### config.mk
export PLATFORM = sky130hd
export DESIGN_NAME = i2c_txn_scheduler
export DESIGN_NICKNAME = d
export VERILOG_FILES = /design/src/rtl/i2c_txn_scheduler.sv
export SDC_FILE = /design/constraint.sdc
export NUM_CORES = 1
export LEC_CHECK = 0
export ABC_AREA = 1
export BUFFER_PORTS_ARGS = -buffer_cell sky130_fd_sc_hd__buf_2
export CAP_MARGIN = 20
export CORE_ASPECT_RATIO = 0.8
export CORE_UTILIZATION = 56
export DETAILED_ROUTE_END_ITERATION = 7
export GPL_ROUTABILITY_DRIVEN = 0
export GPL_TIMING_DRIVEN = 0
export PLACE_DENSITY = 0.92
export SLEW_MARGIN = 20
export SYNTH_ARGS = -nofsm -noshare
export SYNTH_HDL_FRONTEND = slang
export SYNTH_SLANG_ARGS = --single-unit
### constraint.sdc
create_clock -name clk -period 3.3 [get_ports clk]
set_clock_uncertainty 0.15 [all_clocks]
set_input_delay 0.165 -clock clk [delete_from_list [all_inputs] [get_ports clk]]
set_output_delay 0.165 -clock clk [all_outputs]
set_load 0.005 [all_outputs]
### src/rtl/i2c_txn_scheduler.sv
// Round-robin front end that turns requester transactions into START/ADDR/DATA/STOP
// commands for a shared byte-level I2C engine and reports done/error per requester.
module i2c_txn_scheduler #(
  parameter int N_REQ     = 2,
  parameter int MAX_BYTES = 2,
  parameter int LENW      = $clog2(MAX_BYTES + 1),
  parameter int TIMEOUT   = 50000
) (
  input  logic                         clk,
  input  logic                         rst,
  input  logic [N_REQ-1:0]             req,
  input  logic [N_REQ-1:0]             req_rw,
  input  logic [7*N_REQ-1:0]           req_addr,
  input  logic [LENW*N_REQ-1:0]        req_len,
  input  logic [8*MAX_BYTES*N_REQ-1:0] req_wdata,
  output logic [N_REQ-1:0]             gnt,
  output logic [N_REQ-1:0]             rsp_done,
  output logic [N_REQ-1:0]             rsp_err,
  output logic [8*MAX_BYTES-1:0]       rsp_rdata,
  output logic                         busy,
  output logic                         eng_cmd_valid,
  output logic [1:0]                   eng_cmd,
  output logic [7:0]                   eng_cmd_data,
  output logic                         eng_cmd_last,
  input  logic                         eng_cmd_ready,
  input  logic                         eng_rsp_valid,
  input  logic [7:0]                   eng_rsp_data,
  input  logic                         eng_rsp_nack
);

  localparam int IW = (N_REQ > 1) ? $clog2(N_REQ) : 1;
  localparam int DW = 8 * MAX_BYTES;
  localparam int TW = $clog2(TIMEOUT + 1);

  localparam logic [2:0] ST_IDLE  = 3'd0;
  localparam logic [2:0] ST_START = 3'd1;
  localparam logic [2:0] ST_ADDR  = 3'd2;
  localparam logic [2:0] ST_DATA  = 3'd3;
  localparam logic [2:0] ST_STOP  = 3'd4;
  localparam logic [2:0] ST_RESP  = 3'd5;

  localparam logic [1:0] CMD_START = 2'b00;
  localparam logic [1:0] CMD_WRITE = 2'b01;
  localparam logic [1:0] CMD_READ  = 2'b10;
  localparam logic [1:0] CMD_STOP  = 2'b11;

  logic [2:0]       state_reg;
  logic             wait_reg;
  logic [IW-1:0]    ptr_reg;
  logic [N_REQ-1:0] gnt_reg;
  logic             rw_reg;
  logic [6:0]       addr_reg;
  logic [LENW-1:0]  len_reg;
  logic [LENW-1:0]  cnt_reg;
  logic [DW-1:0]    wdata_reg;
  logic [DW-1:0]    rdata_reg;
  logic             err_reg;
  logic [TW-1:0]    tmr_reg;

  logic [6:0]      addr_arr  [N_REQ];
  logic [LENW-1:0] len_arr   [N_REQ];
  logic [DW-1:0]   wdata_arr [N_REQ];
  logic [N_REQ-1:0] hi_req;
  logic [N_REQ-1:0] pick;
  logic [N_REQ-1:0] arb_oh;
  logic [IW-1:0]    idx_chain [N_REQ+1];
  logic [IW-1:0]    arb_idx;
  logic [LENW-1:0]  arb_len;
  logic [LENW-1:0]  cnt_inc;
  logic             xfer;

  genvar gi;
  generate
    for (gi = 0; gi < N_REQ; gi++) begin : g_req
      assign addr_arr[gi]  = req_addr[7*gi +: 7];
      assign len_arr[gi]   = req_len[LENW*gi +: LENW];
      assign wdata_arr[gi] = req_wdata[DW*gi +: DW];
      assign hi_req[gi]    = req[gi] && (IW'(gi) > ptr_reg);
      assign idx_chain[gi+1] = idx_chain[gi] | (arb_oh[gi] ? IW'(gi) : '0);
    end
  endgenerate

  // Requests above the pointer win; otherwise wrap to the lowest set request.
  assign pick      = (|hi_req) ? hi_req : req;
  assign arb_oh    = pick & (~pick + N_REQ'(1));
  assign idx_chain[0] = '0;
  assign arb_idx   = idx_chain[N_REQ];
  assign arb_len   = (len_arr[arb_idx] > LENW'(MAX_BYTES)) ? LENW'(MAX_BYTES) : len_arr[arb_idx];
  assign cnt_inc   = cnt_reg + LENW'(1);
  assign xfer      = eng_cmd_valid && eng_cmd_ready;

  always_comb begin
    eng_cmd_valid = 1'b0;
    eng_cmd       = CMD_START;
    eng_cmd_data  = 8'h00;
    eng_cmd_last  = 1'b0;
    case (state_reg)
      ST_START: eng_cmd_valid = !wait_reg;
      ST_ADDR: begin
        eng_cmd_valid = !wait_reg;
        eng_cmd       = CMD_WRITE;
        eng_cmd_data  = {addr_reg, rw_reg};
      end
      ST_DATA: begin
        eng_cmd_valid = !wait_reg;
        if (rw_reg) begin
          eng_cmd      = CMD_READ;
          eng_cmd_last = (cnt_inc == len_reg);
        end else begin
          eng_cmd      = CMD_WRITE;
          eng_cmd_data = wdata_reg[DW-1 -: 8];
        end
      end
      ST_STOP: begin
        eng_cmd_valid = !wait_reg;
        eng_cmd       = CMD_STOP;
      end
      default: ;
    endcase
  end

  always_ff @(posedge clk) begin
    if (rst) begin
      state_reg <= ST_IDLE;
      wait_reg  <= 1'b0;
      ptr_reg   <= IW'(N_REQ - 1);
      gnt_reg   <= '0;
      rw_reg    <= 1'b0;
      addr_reg  <= '0;
      len_reg   <= '0;
      cnt_reg   <= '0;
      wdata_reg <= '0;
      rdata_reg <= '0;
      err_reg   <= 1'b0;
      tmr_reg   <= '0;
    end else begin
      case (state_reg)
        ST_IDLE: begin
          if (|req) begin
            state_reg <= ST_START;
            wait_reg  <= 1'b0;
            gnt_reg   <= arb_oh;
            ptr_reg   <= arb_idx;
            rw_reg    <= req_rw[arb_idx];
            addr_reg  <= addr_arr[arb_idx];
            len_reg   <= arb_len;
            wdata_reg <= wdata_arr[arb_idx];
            rdata_reg <= '0;
            cnt_reg   <= '0;
            err_reg   <= 1'b0;
            tmr_reg   <= '0;
          end
        end
        ST_RESP: begin
          state_reg <= ST_IDLE;
          gnt_reg   <= '0;
        end
        default: begin
          if (xfer) begin
            wait_reg <= 1'b1;
            tmr_reg  <= '0;
          end else if (wait_reg && eng_rsp_valid) begin
            wait_reg <= 1'b0;
            tmr_reg  <= '0;
            case (state_reg)
              ST_START: state_reg <= ST_ADDR;
              ST_ADDR: begin
                if (eng_rsp_nack) begin
                  err_reg   <= 1'b1;
                  state_reg <= ST_STOP;
                end else begin
                  state_reg <= (len_reg == '0) ? ST_STOP : ST_DATA;
                end
              end
              ST_DATA: begin
                if (!rw_reg && eng_rsp_nack) begin
                  err_reg   <= 1'b1;
                  state_reg <= ST_STOP;
                end else begin
                  cnt_reg <= cnt_inc;
                  if (rw_reg) begin
                    for (int b = 0; b < MAX_BYTES; b++) begin
                      if (cnt_reg == LENW'(b)) rdata_reg[8*(MAX_BYTES-1-b) +: 8] <= eng_rsp_data;
                    end
                  end else begin
                    wdata_reg <= wdata_reg << 8;
                  end
                  if (cnt_inc == len_reg) state_reg <= ST_STOP;
                end
              end
              default: state_reg <= ST_RESP;
            endcase
          end else if (tmr_reg == TW'(TIMEOUT - 1)) begin
            // A stalled STOP cannot be retried, so finish the transaction directly.
            err_reg   <= 1'b1;
            wait_reg  <= 1'b0;
            tmr_reg   <= '0;
            state_reg <= (state_reg == ST_STOP) ? ST_RESP : ST_STOP;
          end else begin
            tmr_reg <= tmr_reg + TW'(1);
          end
        end
      endcase
    end
  end

  assign gnt       = gnt_reg;
  assign busy      = (state_reg != ST_IDLE);
  assign rsp_done  = (state_reg == ST_RESP) ? gnt_reg : '0;
  assign rsp_err   = (state_reg == ST_RESP && err_reg) ? gnt_reg : '0;
  assign rsp_rdata = rdata_reg;

endmodule

==> results.json, run 1 <==
{
  "status": "finished, violations left",
  "violations": "hold timing",
  "io-pin-count": 102,
  "maxSlewViolCount": 0,
  "detail-route-antenna-nets": 0,
  "syn-cell-area_sq_um": 3600,
  "cts_tree": "done",
  "dp_slack_ns": 1.284,
  "drive_gt1_frac": 0.2087,
  "place_area_sq_um": 4202,
  "whs_ns": -0.001785,
  "tightest_slew_ns": 0.6046,
  "cts_hold_buffers": 6,
  "grt_usage": 0.3289,
  "worstPathArrival_ns": 2.09,
  "timing.rr.end": "wdata_reg[13]$_SDFFE_PP0P_",
  "worst_setup_path_start_kind": "register",
  "synth_nets": 638,
  "die_w_microns": 91.64,
  "worstHoldPathType": "in -> reg",
  "dr.pass1.iters": 5,
  "cts_sinks": 68,
  "setup_slack_ns": 0.8971,
  "drc": 0,
  "insertion_delay_ns": 0.35,
  "grt_pass1_wl_microns": 17250,
  "maxSlewHeadroom": 0.5955,
  "power_density_nw_per_um2": 898.2,
  "rr_startpoint": "ptr_reg$_SDFFE_PP1P_",
  "worst-setup-path-type": "reg -> out",
  "die_area_sq_um": 6755,
  "path_clk_slew_ns": 0.07,
  "rrSetupSlack_ns": 1.23,
  "rsz0062_at_grt": "no",
  "grt_pass1_vias": 3884,
  "netlist_instances": 568,
  "crit_path_end_kind": "output pin",
  "drtIter0Drc": 321,
  "grt_max_degree": 13,
  "setup-violations-final": 0,
  "hold_violations": 1,
  "synth_top_area_frac": 0.3782,
  "yosys_warnings": 0,
  "final.min_clock_period_ns": 2.403,
  "worstSetupStartpoint": "state_reg[2]$_SDFFE_PP0P_",
  "synth-seq-cells": 68,
  "critPathRequiredTime_ns": 2.98,
  "switching_power_uw": 1813,
  "synth_top_area_cell": "dfxtp_1",
  "fmax_ghz": 0.4162,
  "die_height_microns": 73.71,
  "r2r_cells": 7,
  "synth-seq-area-share": 0.3782,
  "wirelength_microns": 10540,
  "numCtsBuffers": 9,
  "design_area_sq_um": 4487,
  "final_cell_mix": "133 x nand2_1, 123 x nor2_1, 105 x buf_2",
  "wl_per_cell_microns": 13.67,
  "synth_cell_types": 32,
  "htreeDepth": 3,
  "grt_remaining_overflow": 0,
  "yosys-top-cells-area": "dfxtp_1 38%, nand2_1 14%, nor2_1 13%, inv_1 6.9%, o21ai_0 6.3%",
  "start_util": 0.5932,
  "fin_tns_setup_ns": 0,
  "hpwl_microns": 7651,
  "finalPower_uw": 4030,
  "syn_to_final_growth_pct": 24.64,
  "antenna_found_initial": 0,
  "crit_end": "eng_cmd_valid",
  "clockBufferDepth": 2,
  "vias_per_cell": 5.384,
  "diodes": 0,
  "cts_setup_buffers": 0,
  "switching_share": 0.4499,
  "rows": 25,
  "pwr-share-comb": 0.498,
  "synth_area_per_cell_sq_um": 6.338,
  "fin_crit_sh": 0.7281,
  "p_leak_uw": 0.002230,
  "vdd_ir_drop_max_v": 0.0005128,
  "clkPwrFrac": 0.193,
  "maxCapViolCount": 0,
  "ctsResizeCount": 0,
  "internal_power_uw": 2217,
  "cts_root_buf": "clkbuf_8",
  "io_buffers": 100,
  "worstPathMaxFanout": 10,
  "final_common_cell": "nand2_1",
  "pwr-share-seq": 0.309,
  "core_sq_um": 6068,
  "vias": 4151,
  "finalNetCount": 755,
  "whs_path_depth": 3
}
[Yosys cell counts (all sizes together)]
cell,n
xnor2,2
nor3b,2
o21ai,50
o211ai,15
inv,74
a211oi,1
xor2,5
buf,8
a21oi,23
or2,2
dfxtp,68
clkbuf,10
nand2,138
nand3b,1
nand3,31
nor2,126
ha,3
nor3,5
o22ai,2
nand4,2
[power by group through the flow]
stage / registers, uW / logic (uW) / clock network, uW
2_1_floorplan: 1240 / 1360 / 0
3_3_place_gp: 1240 / 1860 / 0
3_5_place_dp: 1260 / 1940 / 0
4_1_cts: 1240 / 1970 / 770
5_1_grt: 1270 / 2260 / 815
6_report: 1250 / 2010 / 776
[metrics by stage]
step / utilization / instances
global placement: 0.6924 / 749
finish: 0.7394 / 771
detailed placement: 0.6924 / 749
floorplan: - / 568
CTS: 0.7394 / 771
global route: 0.7394 / 771
[final cells by class]
| type | count | area [sq um] |
|---|---|---|
| flip-flops and latches | 68 | 1361 |
| fillers | 490 | 1582 |
| clock buffers | 10 | 137.6 |
| inverters | 74 | 280.3 |
| multi-input cells | 408 | 1873 |
| clock inverters | 6 | 87.58 |
| repair buffers | 106 | 560.5 |
| well taps | 81 | 101.3 |
| plain buffers | 18 | 85.08 |
[kinds of logic after synthesis]
| logic type | share of synthesized area |
|---|---|
| buffers and inverters | 0.1015 |
| flip-flops | 0.3782 |
| AO/OA/AOI/OAI | 0.1436 |
| XOR/XNOR | 0.01703 |
| adder cells (fa/ha/maj) | 0.01043 |
| AND/OR/NAND/NOR | 0.3493 |
[critical path: stages (launching register included)]
cell,delay [ns]
dfxtp_1,0.42
inv_2,0.11
nand2_1,0.16
buf_2,0.27
buf_1,0.47
nand3_1,0.14
inv_1,0.07
buf_2,0.10
[per-layer routing]
| metal | GRT usage | vias up | wire length, microns |
|---|---|---|---|
| met4 | 0.1270 | 0 | 313 |
| li1 | - | 2015 | - |
| met5 | 0 | - | 0 |
| met2 | 0.5639 | 246 | 4949 |
| met1 | 0.3967 | 1845 | 4201 |
| met3 | 0.09110 | 45 | 1072 |
[worst min-delay path by stage]
stage	start	end	slack (ns)
floorplan	req[0]	gnt[0]$_SDFFE_PP0P_	0.20
global placement	wdata_reg[3]$_SDFFE_PP0P_	wdata_reg[3]$_SDFFE_PP0P_	0.30
detailed placement	wdata_reg[7]$_SDFFE_PP0P_	wdata_reg[7]$_SDFFE_PP0P_	0.30
CTS	req_wdata[23]	wdata_reg[7]$_SDFFE_PP0P_	0.002
global route	req_wdata[20]	wdata_reg[4]$_SDFFE_PP0P_	0.002
finish	req_wdata[20]	wdata_reg[4]$_SDFFE_PP0P_	-0.002
No activity file was read; power rests on OpenSTA's default activity.
==> inputs of run 2 (changes only) <==
- ABC_AREA: 1 -> 0
- CORE_UTILIZATION: 56 -> 47
- PLACE_DENSITY: 0.92 -> 0.83
- clock period: 3.3 -> 2.17 ns (I/O delays scaled with it)
==> run 2 against run 1 <==
Net effect:
- the run now ends clean
- setup slack worse by 0.82 ns
- synthesized cell count down 19%
- area after synthesis up 0.24%
- power up 6.2%
- largest power group unchanged
==> results.json, run 2 <==
{
  "synth-seq-cells": 68,
  "finalNetCount": 702,
  "synth_top_area_cell": "dfxtp_1",
  "grt_usage": 0.2814,
  "maxCapViolCount": 0,
  "synth_area_per_cell_sq_um": 7.811,
  "worst-setup-path-type": "reg -> reg",
  "vias_per_cell": 5.615,
  "die_w_microns": 99.97,
  "wl_per_cell_microns": 15.13,
  "vdd_ir_drop_max_v": 0.0005413,
  "diodes": 0,
  "tightest_slew_ns": 0.6261,
  "synth-edff-count": 0,
  "hpwl_microns": 7430,
  "stdcell_count": 742,
  "design_area_sq_um": 5106,
  "drive_gt1_frac": 0.2700,
  "rows": 28,
  "synth_cell_types": 55,
  "worstHoldPathType": "in -> reg",
  "crit_path_end_kind": "register",
  "yosys-top-cells-area": "dfxtp_1 38%, nand2_1 9.9%, a21oi_1 4.7%, nor2_1 4.5%, o2bb2ai_1 3.9%",
  "final_cell_mix": "105 x buf_2, 95 x nand2_1, 66 x dfxtp_1",
  "synth_top_area_frac": 0.3773,
  "wirelength_microns": 11230,
  "start_util": 0.4858,
  "htreeDepth": 3,
  "die_area_sq_um": 8034,
  "worstPathMaxFanout": 10,
  "path_clk_slew_ns": 0.07,
  "worstHoldStart": "req_wdata[13]",
  "critPathRequiredTime_ns": 2.30,
  "cts_root_buf": "clkbuf_8",
  "vias": 4166,
  "power_density_nw_per_um2": 838.3,
  "worstPathArrival_ns": 2.23,
  "final_common_cell": "buf_2",
  "syn-cell-area_sq_um": 3608,
  "whs_ns": 0.01554,
  "setup_slack_ns": 0.07410,
  "synth_most_common_cell": "nand2_1",
  "dp_slack_ns": -0.1803,
  "synth-seq-area-share": 0.3773,
  "insertion_delay_ns": 0.35,
  "clockBufferDepth": 2,
  "finalPower_uw": 4280,
  "synth_nets": 532,
  "async_reset_ff_frac": 0,
  "yosys_warnings": 0,
  "grt_max_degree": 13,
  "numCtsBuffers": 9,
  "dr.pass1.iters": 5,
  "fin_crit_sh": 0.9659,
  "place_area_sq_um": 4240,
  "cts_sinks": 68,
  "r2r_cells": 6,
  "detail-route-antenna-nets": 0,
  "antenna_found_initial": 0,
  "dp_cells": 667,
  "hold_violations": 0,
  "syn_to_final_growth_pct": 41.50,
  "core_sq_um": 7427,
  "io-pin-count": 102,
  "setup-violations-final": 0,
  "status": "complete, no violations",
  "drc": 0,
  "min_to": "wdata_reg[13]$_SDFFE_PP0P_",
  "cts_tree": "done",
  "ys_top_cells_by_count": "95 x nand2_1, 68 x dfxtp_1, 43 x nor2_1",
  "p_leak_uw": 0.002162,
  "worst_setup_path_start_kind": "register",
  "rrSetupSlack_ns": 0.07,
  "maxSlewHeadroom": 0.5826,
  "final.min_clock_period_ns": 2.096,
  "maxSlewViolCount": 0,
  "netlist_instances": 462,
  "synth_flop_cell": "dfxtp_1",
  "grt_remaining_overflow": 0,
  "timing.rr.end": "tmr_reg[12]$_SDFFE_PP0P_",
  "rr_startpoint": "tmr_reg[0]$_SDFFE_PP0P_",
  "whs_path_depth": 4,
  "die_height_microns": 80.37,
  "io_buffers": 100,
  "drtIter0Drc": 231,
  "grt_pass1_wl_microns": 17720,
  "fmax_ghz": 0.4771,
  "grt_pass1_vias": 3868
}
run 2: changes by cell type in the layout (fill, tap and decap cells not counted), moves of 10 or more:
cell,previous run,this run
buf_4,1,13
a311oi_1,0,10
inv_1,66,4
nand3b_1,1,14
o211ai_1,15,2
a22oi_1,0,10
nand3_1,31,8
dlygate4sd3_1,6,47
nor2_1,123,42
o21ai_0,45,11
nand2b_1,0,13
o2bb2ai_1,0,12
nand2_1,133,95
a21oi_1,23,34
run 2: cell type report:
cell class	instances	area, sq um
repair buffers	161	1086
inverters	5	21.27
clock buffers	9	123.9
fillers	603	2321
well taps	105	131.4
clock inverters	7	43.79
multi-input cells	357	2166
plain buffers	30	170.2
flip-flops and latches	68	1364
run 2: report_power, final:
part	switching [uW]	total [uW]	internal, uW
Clock	507	914	407
Combinational	1010	1810	799
Sequential	122	1550	1430
Total	1640	4280	2640
run 2: cell families (layout without fill, tap and decap cells):
kind of cell	Yosys count	count (layout)	share of synthesized area
buf+inv	37	212	0.04230
fa+ha+maj	3	3	0.01040
simple gates	231	231	0.3246
mux	1	1	0.002774
flops	68	68	0.3773
compound gates	115	115	0.2257
xor+xnor	7	7	0.01699
run 2: critical path: stages, from the launching register on:
cell     delay [ns]
dfxtp_2        0.35
ha_2           0.21
and4b_1        0.20
and4_4         0.23
or2_4          0.28
or4_1          0.47
a21oi_1        0.15
run 2: per-layer routing:
metal	wire length, microns	part of all wire	global-route usage
met1	4697	0.42	0.3444
met5	0	0	0
met2	5211	0.46	0.4717
met4	391	0.035	0.1426
met3	925	0.082	0.05570
run 2: stage by stage:
step,setup TNS (ns),utilization
global placement,-2.753,0.5709
finish,0,0.6875
global route,-0.1259,0.6875
CTS,0,0.6717
detailed placement,-4.713,0.5709
floorplan,0,-
run 2: timing repair:
item | 4_1_cts | 5_1_grt
cloned | 1 | 0
pin swaps | 5 | 7
buffers inserted | 6 | 7
hold buffers | 47 | 0
endpoints found under the hold margin | 37 | 0
resized for setup | 21 | 24
endpoints found under the setup margin | 58 | 63
run 2: worst max-delay path by stage:
| stage | from | endpoint | slack, ns | cells past startpoint |
|---|---|---|---|---|
| floorplan | tmr_reg[0]$_SDFFE_PP0P_ | tmr_reg[12]$_SDFFE_PP0P_ | 0.001 | 7 |
| global placement | tmr_reg[0]$_SDFFE_PP0P_ | tmr_reg[12]$_SDFFE_PP0P_ | -0.13 | 7 |
| detailed placement | state_reg[1]$_SDFFE_PP0P_ | wdata_reg[5]$_SDFFE_PP0P_ | -0.18 | 8 |
| CTS | state_reg[2]$_SDFFE_PP0P_ | rsp_rdata[1]$_SDFFE_PP0P_ | 0.009 | 7 |
| global route | state_reg[0]$_SDFFE_PP0P_ | rsp_rdata[9]$_SDFFE_PP0P_ | -0.03 | 9 |
| finish | tmr_reg[0]$_SDFFE_PP0P_ | tmr_reg[12]$_SDFFE_PP0P_ | 0.07 | 6 |
==> inputs of run 3 (changes only) <==
- CORE_UTILIZATION: 47 -> 30
- PLACE_DENSITY: 0.83 -> 0.6
- SLEW_MARGIN: 20 -> default
==> run 3 against run 2 <==
Net effect:
- wire length increased by 5.7%
- design area grew 6.8%
- combinational power grew 3%
- sequential cell count stayed put
- sequential power about the same
==> results.json, run 3 (same netlist as run 2, synthesis figures left out) <==
{
  "setup-violations-final": 0,
  "whs_ns": 0.02485,
  "die_area_sq_um": 12470,
  "core_sq_um": 11600,
  "cts_tree": "done",
  "grt_pass1_vias": 3886,
  "tightest_slew_ns": 0.6342,
  "fin_util": 0.4699,
  "vdd_ir_drop_max_v": 0.0005222,
  "cts_root_buf": "clkbuf_16",
  "internal_power_uw": 3505,
  "crit_path_end_kind": "output pin",
  "pwr-share-seq": 0.296,
  "wl_per_cell_microns": 15.06,
  "switching_power_uw": 1774,
  "dr.pass1.iters": 5,
  "seqCellArea_sq_um": 1363,
  "die_w_microns": 124.6,
  "maxCapViolCount": 0,
  "maxSlewViolCount": 0,
  "syn_to_final_growth_pct": 51.11,
  "vias": 4106,
  "p_leak_uw": 0.002286,
  "diodes": 0,
  "grt_usage": 0.1868,
  "fill_cells": 1134,
  "worstPathMaxFanout": 10,
  "switching_share": 0.3361,
  "worstPathArrival_ns": 1.86,
  "maxSlewHeadroom": 0.5772,
  "pwr-share-comb": 0.353,
  "path_clk_slew_ns": 0.06,
  "rows": 35,
  "drtIter0Drc": 239,
  "vias_per_cell": 5.211,
  "worst_setup_path_start_kind": "register",
  "hold_violations": 0,
  "grt_max_degree": 14,
  "fin_crit_sh": 0.9784,
  "multi_input_area_sq_um": 2223,
  "status": "complete, no violations",
  "htreeDepth": 3,
  "antenna_found_initial": 0,
  "rsz0062_at_grt": "yes",
  "wirelength_microns": 11860,
  "cts_sinks": 68,
  "io-pin-count": 102,
  "fmax_ghz": 0.4710,
  "final.min_clock_period_ns": 2.123,
  "dp_cells": 710,
  "hpwl_microns": 8293,
  "setup_slack_ns": 0.04689,
  "grt_pass1_wl_microns": 18510,
  "critPathRequiredTime_ns": 1.91,
  "drive_gt1_frac": 0.2813,
  "stdcell_count": 788,
  "start_util": 0.3109,
  "worst-setup-path-type": "reg -> out",
  "fin_tns_setup_ns": 0,
  "drc": 0,
  "dp_slack_ns": -0.2758,
  "clkPwrFrac": 0.351,
  "numCtsBuffers": 9,
  "clockBufferDepth": 2,
  "die_height_microns": 100.1,
  "insertion_delay_ns": 0.34,
  "finalNetCount": 705,
  "final_cell_mix": "103 x buf_2, 94 x nand2_1, 67 x dfxtp_1",
  "worstHoldPathType": "in -> reg",
  "io_buffers": 100,
  "detail-route-antenna-nets": 0,
  "grt_remaining_overflow": 0,
  "power_density_nw_per_um2": 968.1,
  "final_common_cell": "buf_2"
}
-- run 3: cell types whose count changed in the layout (fill, tap and decap cells not counted), moves of 3 or more --
| cell | change |
|---|---|
| o2bb2ai_2 | +4 |
| bufinv_16 | +4 |
| buf_4 | +3 |
| o2bb2ai_1 | -4 |
| clkinv_2 | -4 |
| clkbuf_16 | +9 |
| clkbuf_8 | -9 |
| clkbuf_2 | +4 |
-- run 3: metrics by stage --
step / instance area [sq um] / power, uW
finish: 5453 / 5279
CTS: 5261 / 5094
floorplan: 3608 / 2564
detailed placement: 4294 / 3025
global route: 5453 / 5537
global placement: 4294 / 2990
-- run 3: timing repair --
| item | CTS | global route |
|---|---|---|
| resized for setup | 22 | 30 |
| hold endpoints to repair | 37 | 0 |
| hold buffers | 47 | 0 |
| setup endpoints to repair | 58 | 53 |
| setup buffers | 7 | 9 |
| gates cloned | 0 | 1 |
| pin swaps | 5 | 9 |
-- run 3: area by class of cell --
type / instances / share of cell area
Clock inverter: 7 / 0.02685
Clock buffer: 9 / 0.04130
Multi-Input combinational cell: 357 / 0.4078
Inverter: 5 / 0.004360
Tap cell: 148 / 0.03396
Buffer: 30 / 0.03029
Timing Repair Buffer: 164 / 0.2056
Sequential cell: 68 / 0.2499
-- run 3: path summary, 6_finish.rpt --
| check | from | slack (ns) | depth (start not counted) | endpoint |
|---|---|---|---|---|
| min reg2reg | rsp_rdata[14]$_SDFFE_PP0P_ | 0.31 | 1 | rsp_rdata[14]$_SDFFE_PP0P_ |
| min | req_wdata[13] | 0.02 | 4 | wdata_reg[13]$_SDFFE_PP0P_ |
| max reg2reg | state_reg[2]$_SDFFE_PP0P_ | 0.05 | 7 | wdata_reg[14]$_SDFFE_PP0P_ |
| max | state_reg[0]$_SDFFE_PP0P_ | 0.05 | 6 | rsp_err[1] |
-- run 3: per-layer routing --
metal | GRT usage | share of wire
met1 | 0.2377 | 0.45
met3 | 0.04211 | 0.067
met2 | 0.3098 | 0.48
met5 | 0 | 0
met4 | 0.07044 | 0.0084
-- run 3: critical path, stage by stage (launching register included) --
cell and delay (ns):
dfxtp_1 0.30, clkbuf_2 0.20, clkbuf_4 0.23, nor2b_1 0.24
and3_1 0.25, and2_1 0.18, buf_2 0.12
-- run 3: power by group through the flow --
| stage | logic (uW) | clock network (uW) | registers (uW) |
|---|---|---|---|
| after global placement | 1420 | 0 | 1570 |
| after CTS | 1670 | 1870 | 1560 |
| final | 1860 | 1850 | 1560 |
| after global routing | 2030 | 1920 | 1590 |
| after detailed placement | 1440 | 0 | 1580 |
| after floorplan | 1020 | 0 | 1540 |
